## src/rtl/usr_serial_rx.sv

```systemverilog
// usr_serial_rx: deserialiser for the USR serial output path.
// Collects WIDTH bits, either LSB-first or MSB-first, into a word. The word
// is presented on a registered parallel output with a valid/ready handshake.
// A word that completes while the output is still held is dropped, and the
// sticky overrun flag records the loss.
module usr_serial_rx #(
    parameter int WIDTH = 4,
    parameter int CNT_W = $clog2(WIDTH) + 1
) (
    input  logic             clk,
    input  logic             rstb,
    input  logic             en,
    input  logic             SI,
    input  logic             dir,
    input  logic             clr,
    input  logic             ready,
    input  logic             ovr_clr,
    output logic [WIDTH-1:0] par_out,
    output logic             valid,
    output logic             overrun,
    output logic             busy,
    output logic [CNT_W-1:0] bit_cnt
);

    typedef enum logic {
        IDLE  = 1'b0,
        SHIFT = 1'b1
    } state_t;

    localparam logic [CNT_W-1:0] LAST_BIT = CNT_W'(WIDTH - 1);

    state_t           state_q,   state_d;
    logic [WIDTH-1:0] asm_q,     asm_d;
    logic [CNT_W-1:0] bit_cnt_q, bit_cnt_d;
    logic             dir_lat_q, dir_lat_d;
    logic [WIDTH-1:0] par_q,     par_d;
    logic             valid_q,   valid_d;
    logic             ovr_q,     ovr_d;

    // Bit order for the incoming bit. The first bit of a word uses the live
    // dir, because dir is latched on that same edge.
    logic             use_dir;
    logic [WIDTH-1:0] asm_shifted;
    logic             word_done;

    // Place the incoming bit according to the effective bit order.
    always_comb begin
        use_dir     = (state_q == IDLE) ? dir : dir_lat_q;
        asm_shifted = use_dir ? {asm_q[WIDTH-2:0], SI}
                              : {SI, asm_q[WIDTH-1:1]};
    end

    // Next-state logic for the assembler FSM, the output register and the flags.
    always_comb begin
        // NOTE: every variable gets a default first, so no path leaves one
        // unassigned and no latch is inferred.
        state_d   = state_q;
        asm_d     = asm_q;
        bit_cnt_d = bit_cnt_q;
        dir_lat_d = dir_lat_q;
        par_d     = par_q;
        valid_d   = valid_q;
        ovr_d     = ovr_q & ~ovr_clr;
        word_done = 1'b0;

        // A held word is consumed here. A completion later in this block
        // may set valid again.
        if (valid_q && ready) begin
            valid_d = 1'b0;
        end

        if (clr) begin
            // Abort dominates the bit strobe. The output side is untouched.
            asm_d     = '0;
            bit_cnt_d = '0;
            state_d   = IDLE;
        end else if (en) begin
            asm_d = asm_shifted;
            unique case (state_q)
                IDLE: begin
                    dir_lat_d = dir;
                    bit_cnt_d = CNT_W'(1);
                    state_d   = SHIFT;
                end
                SHIFT: begin
                    if (bit_cnt_q == LAST_BIT) begin
                        word_done = 1'b1;
                        bit_cnt_d = '0;
                        state_d   = IDLE;
                    end else begin
                        bit_cnt_d = bit_cnt_q + 1'b1;
                    end
                end
                default: state_d = IDLE;
            endcase
        end

        if (word_done) begin
            if (!valid_q || ready) begin
                par_d   = asm_shifted;
                valid_d = 1'b1;
            end else begin
                // The output is still held: drop the new word. Setting the flag
                // takes priority over ovr_clr on the same edge.
                ovr_d = 1'b1;
            end
        end
    end

    // State registers with an asynchronous active-low reset.
    always_ff @(posedge clk or negedge rstb) begin
        if (!rstb) begin
            state_q   <= IDLE;
            asm_q     <= '0;
            bit_cnt_q <= '0;
            dir_lat_q <= 1'b0;
            par_q     <= '0;
            valid_q   <= 1'b0;
            ovr_q     <= 1'b0;
        end else begin
            // NOTE: non-blocking assignments, so every register samples
            // the pre-edge values.
            state_q   <= state_d;
            asm_q     <= asm_d;
            bit_cnt_q <= bit_cnt_d;
            dir_lat_q <= dir_lat_d;
            par_q     <= par_d;
            valid_q   <= valid_d;
            ovr_q     <= ovr_d;
        end
    end

    assign par_out = par_q;
    assign valid   = valid_q;
    assign overrun = ovr_q;
    assign busy    = (state_q == SHIFT);
    assign bit_cnt = bit_cnt_q;

endmodule

```

## config.mk

```make
export PLATFORM = sky130hd
export DESIGN_NAME = usr_serial_rx
export DESIGN_NICKNAME = d
export VERILOG_FILES = /design/src/rtl/usr_serial_rx.sv
export SDC_FILE = /design/constraint.sdc
export NUM_CORES = 1
export LEC_CHECK = 0
export CAP_MARGIN = 20
export CORE_MARGIN = 10
export CORE_UTILIZATION = 46
export CTS_CLUSTER_DIAMETER = 80
export DETAILED_ROUTE_END_ITERATION = 10
export PLACE_DENSITY_LB_ADDON = 0.05
export SETUP_SLACK_MARGIN = 0.2
export SKIP_CTS_REPAIR_TIMING = 1
export SYNTH_ARGS = -nofsm -noshare
export SYNTH_HDL_FRONTEND = slang
export SYNTH_SLANG_ARGS = --single-unit
```

## constraint.sdc

```tcl
create_clock -name clk -period 2.1 [get_ports clk]
set_input_delay 0.315 -clock clk [delete_from_list [all_inputs] [get_ports clk]]
set_output_delay 0.315 -clock clk [all_outputs]
set_load 0.02 [all_outputs]
```

==> results of run 1 <==
layer usage:
| metal | vias to the layer above | global-route usage | wire length, um |
|---|---|---|---|
| li1 | 255 | - | - |
| met1 | 241 | 0.105 | 652 |
| met2 | 15 | 0.131 | 598 |
| met3 | 4 | 0.0466 | 136 |
| met4 | 0 | 0.0481 | 27 |
| met5 | - | 0 | 0 |
stage by stage:
stage / area [sq um] / worst slack [ns] / hold slack (ns) / power, W
after floorplan: 728 / 0.441 / 0.0194 / 0.000379
after global placement: 906 / 0.343 / 0.499 / 0.000420
after detailed placement: 906 / 0.344 / 0.505 / 0.000421
after CTS: 932 / 0.256 / 0.460 / 0.000584
after global routing: 932 / 0.217 / 0.477 / 0.000602
final: 932 / 0.276 / 0.435 / 0.000574
area by class of cell:
| class | count | area (sq um) | share of cell area |
|---|---|---|---|
| clock buffers | 4 | 26.3 | 0.0282 |
| inverters | 5 | 18.8 | 0.0201 |
| multi-input cells | 39 | 307 | 0.329 |
| flip-flops and latches | 15 | 375 | 0.403 |
| well taps | 16 | 20.0 | 0.0215 |
| repair buffers | 19 | 185 | 0.199 |
worst register-to-register path: stages, from the launching register on:
cell and delay [ns]:
dfrtp_1 0.40, ha_1 0.18, nor2b_1 0.31, and4b_1 0.39, mux2_4 0.32
worst min-delay path by stage:
stage	cells after the start	start	slack, ns	end
after global placement	1	par_out[2]	0.50	par_out[2]
after detailed placement	1	par_out[2]	0.50	par_out[2]
after CTS	1	rstb	0.46	valid
after floorplan	0	rstb	0.02	asm_q[0]
after global routing	1	rstb	0.48	overrun
final	1	rstb	0.44	valid
cell usage after synthesis:
cell type	n
nor3_1	1
dfrtp_1	15
mux2_4	4
a21oi_1	2
o21a_1	2
nor2_1	7
o211a_1	1
buf_6	1
buf_4	1
nand2b_1	2
o22ai_1	1
clkbuf_1	1
nor3b_1	1
nand2_1	3
nor2b_1	1
o21ai_0	1
nand4b_1	2
and4b_1	1
a31oi_1	1
ha_1	1
buf_2	1
mux2i_1	4
inv_1	5
mux2i_4	1
o21bai_1	1
a211oi_1	2
where the power goes:
group / internal, W / total [W] / switching, W
sequential: 0.000303 / 0.000317 / 0.0000140
combinational: 0.0000519 / 0.0000965 / 0.0000446
clock: 0.0000736 / 0.000161 / 0.0000873
cells by family after synthesis:
group / after synthesis / synth area share
adder cells (fa/ha/maj): 1 / 0.0172
AND/OR/NAND/NOR: 18 / 0.132
flip-flops: 15 / 0.515
buffers and inverters: 9 / 0.0636
AO/OA/AOI/OAI: 11 / 0.103
multiplexers: 9 / 0.168
registers in the layout, summed over array words and instances, names as in the netlist:
| signal | cells |
|---|---|
| overrun | 1 |
| busy | 1 |
| asm_q | 4 |
| valid | 1 |
| par_out | 4 |
| dir_lat_q | 1 |
| bit_cnt | 3 |
==> impl_metrics.toml, run 1 <==
[place]
routabilityCongestion = 0.699
dp_cells = 94
io_buffers = 17
hpwl_um = 1130

[critical_path]
path_max_fanout = 9
arrival_ns = 1.51
crit_path_start_kind = "flop"
timing.rr.end = "par_out[2]"
required_ns = 1.78
worst-path-stages = 1
path_class = "flop to output pin"
worstPathCellList = "clkdlybuf4s50_1"
crit_family = "buffers and inverters"
cp_slowest_cell = "clkdlybuf4s50_1"
r2r-start = "bit_cnt[0]"
reg2reg_slack_ns = 0.39
cp_slowest_stage_delay_ns = 0.68
crit_path_end_kind = "output pin"
endpoint = "busy"
crit_start = "busy"
reg2regPathDepth = 4
cp_num_buf_inv = 1

[logic_synthesis]
synth_top_cell_area_share = 0.515
syn_area_sq_um = 728
synth_cell_types = 26
ys_seq_elements = 15
synth_top_cells_by_area = "dfrtp_1, mux2_4, mux2i_1"
yosysWarningCount = 0
syn_nets = 72
avgSynthCellArea_sq_um = 11.6
syn_inst = 63
synth_seq_area_share = 0.515
synth_top_area_cell = "dfrtp_1"

[final_layout]
mostFrequentLayoutCell = "clkdlybuf4s50_1"
antennaDiodeCount = 0
most-common-layout-cells = "clkdlybuf4s50_1, dfrtp_1, nor2_1"
fillCellCount = 127
drive_above_1_share = 0.122
utilization = 0.619
areaGrowthSynthToFinish_pct = 28.0
nNetsFinal = 92
fin_cells = 98

[die]
die_w_um = 59.8
coreArea_sq_um = 1510
die_h_um = 59.8
dieArea_sq_um = 3570
num_rows = 14
ios = 18
start_util = 0.483

[pwr]
p_leak_nw = 0.438
powerDensity_nw_per_um2 = 616
ir_drop_mv = 0.374

[global_route]
grt_use_total = 0.0903
gr-total-overflow = 0
grt_pass1_wl_um = 2540
grt_pass1_vias = 555
grt_max_degree = 16
antenna_found_initial = 0

[timing]
hold_viol_final = 0
period_needed_ns = 1.82
fin_crit_sh = 0.869
setup-tns-final_ns = 0
worstMarginPinSlew_ns = 0.660
fmax_mhz = 548
slew_headroom = 0.559
clock_skew_ns = 0.00323
finalMaxSlewViolations = 0
rsz0062_at_grt = "false"
setup_viol = 0

[flow_run]
drv_cap = 0

[clock_network]
cts.clk_slew.worst_paths_ns = 0.09
root_buffer = "clkbuf_4"
cts-htree-levels = 1
numCtsBuffers = 3
cts.path.max_buffers = 2
cts_tree = "done"
clk-insertion-delay-late_ns = 0.28
clock_sinks = 15

[detailed_routing]
drtIter0Drc = 2
drt-vias-per-instance = 5.26
wire_per_inst_um = 14.4
wl_um = 1420
drt_pass1_iterations = 2
vias = 515
antenna_left = 0
post-route-drc-count = 0

[run_status]
status = "complete, no violations"

[min_path]
min_path_type = "primary input to async pin"
Note: power is estimated with default switching activity, not from simulation.
==> run 2: changes to the inputs <==
--- a/config.mk
+++ b/config.mk
@@ -16,3 +16,4 @@
 export SYNTH_ARGS = -nofsm -noshare
 export SYNTH_HDL_FRONTEND = slang
 export SYNTH_SLANG_ARGS = --single-unit
+export TNS_END_PERCENT = 100
==> results of run 2 <==
No change in the layout: final DEF, timing and power equal those of run 1.
==> run 3: changes to the inputs <==
--- a/config.mk
+++ b/config.mk
@@ -10,6 +10,7 @@
 export CORE_UTILIZATION = 46
 export CTS_CLUSTER_DIAMETER = 80
 export DETAILED_ROUTE_END_ITERATION = 10
+export MAX_ROUTING_LAYER = met4
 export PLACE_DENSITY_LB_ADDON = 0.05
 export SETUP_SLACK_MARGIN = 0.2
 export SKIP_CTS_REPAIR_TIMING = 1
==> results of run 3 <==
No change in the layout: final DEF, timing and power equal those of run 1.
Main changes from that run: final weighted congestion in routability-driven placement 0.699 -> 0.706; overall routing resource usage 0.0903 -> 0.0928
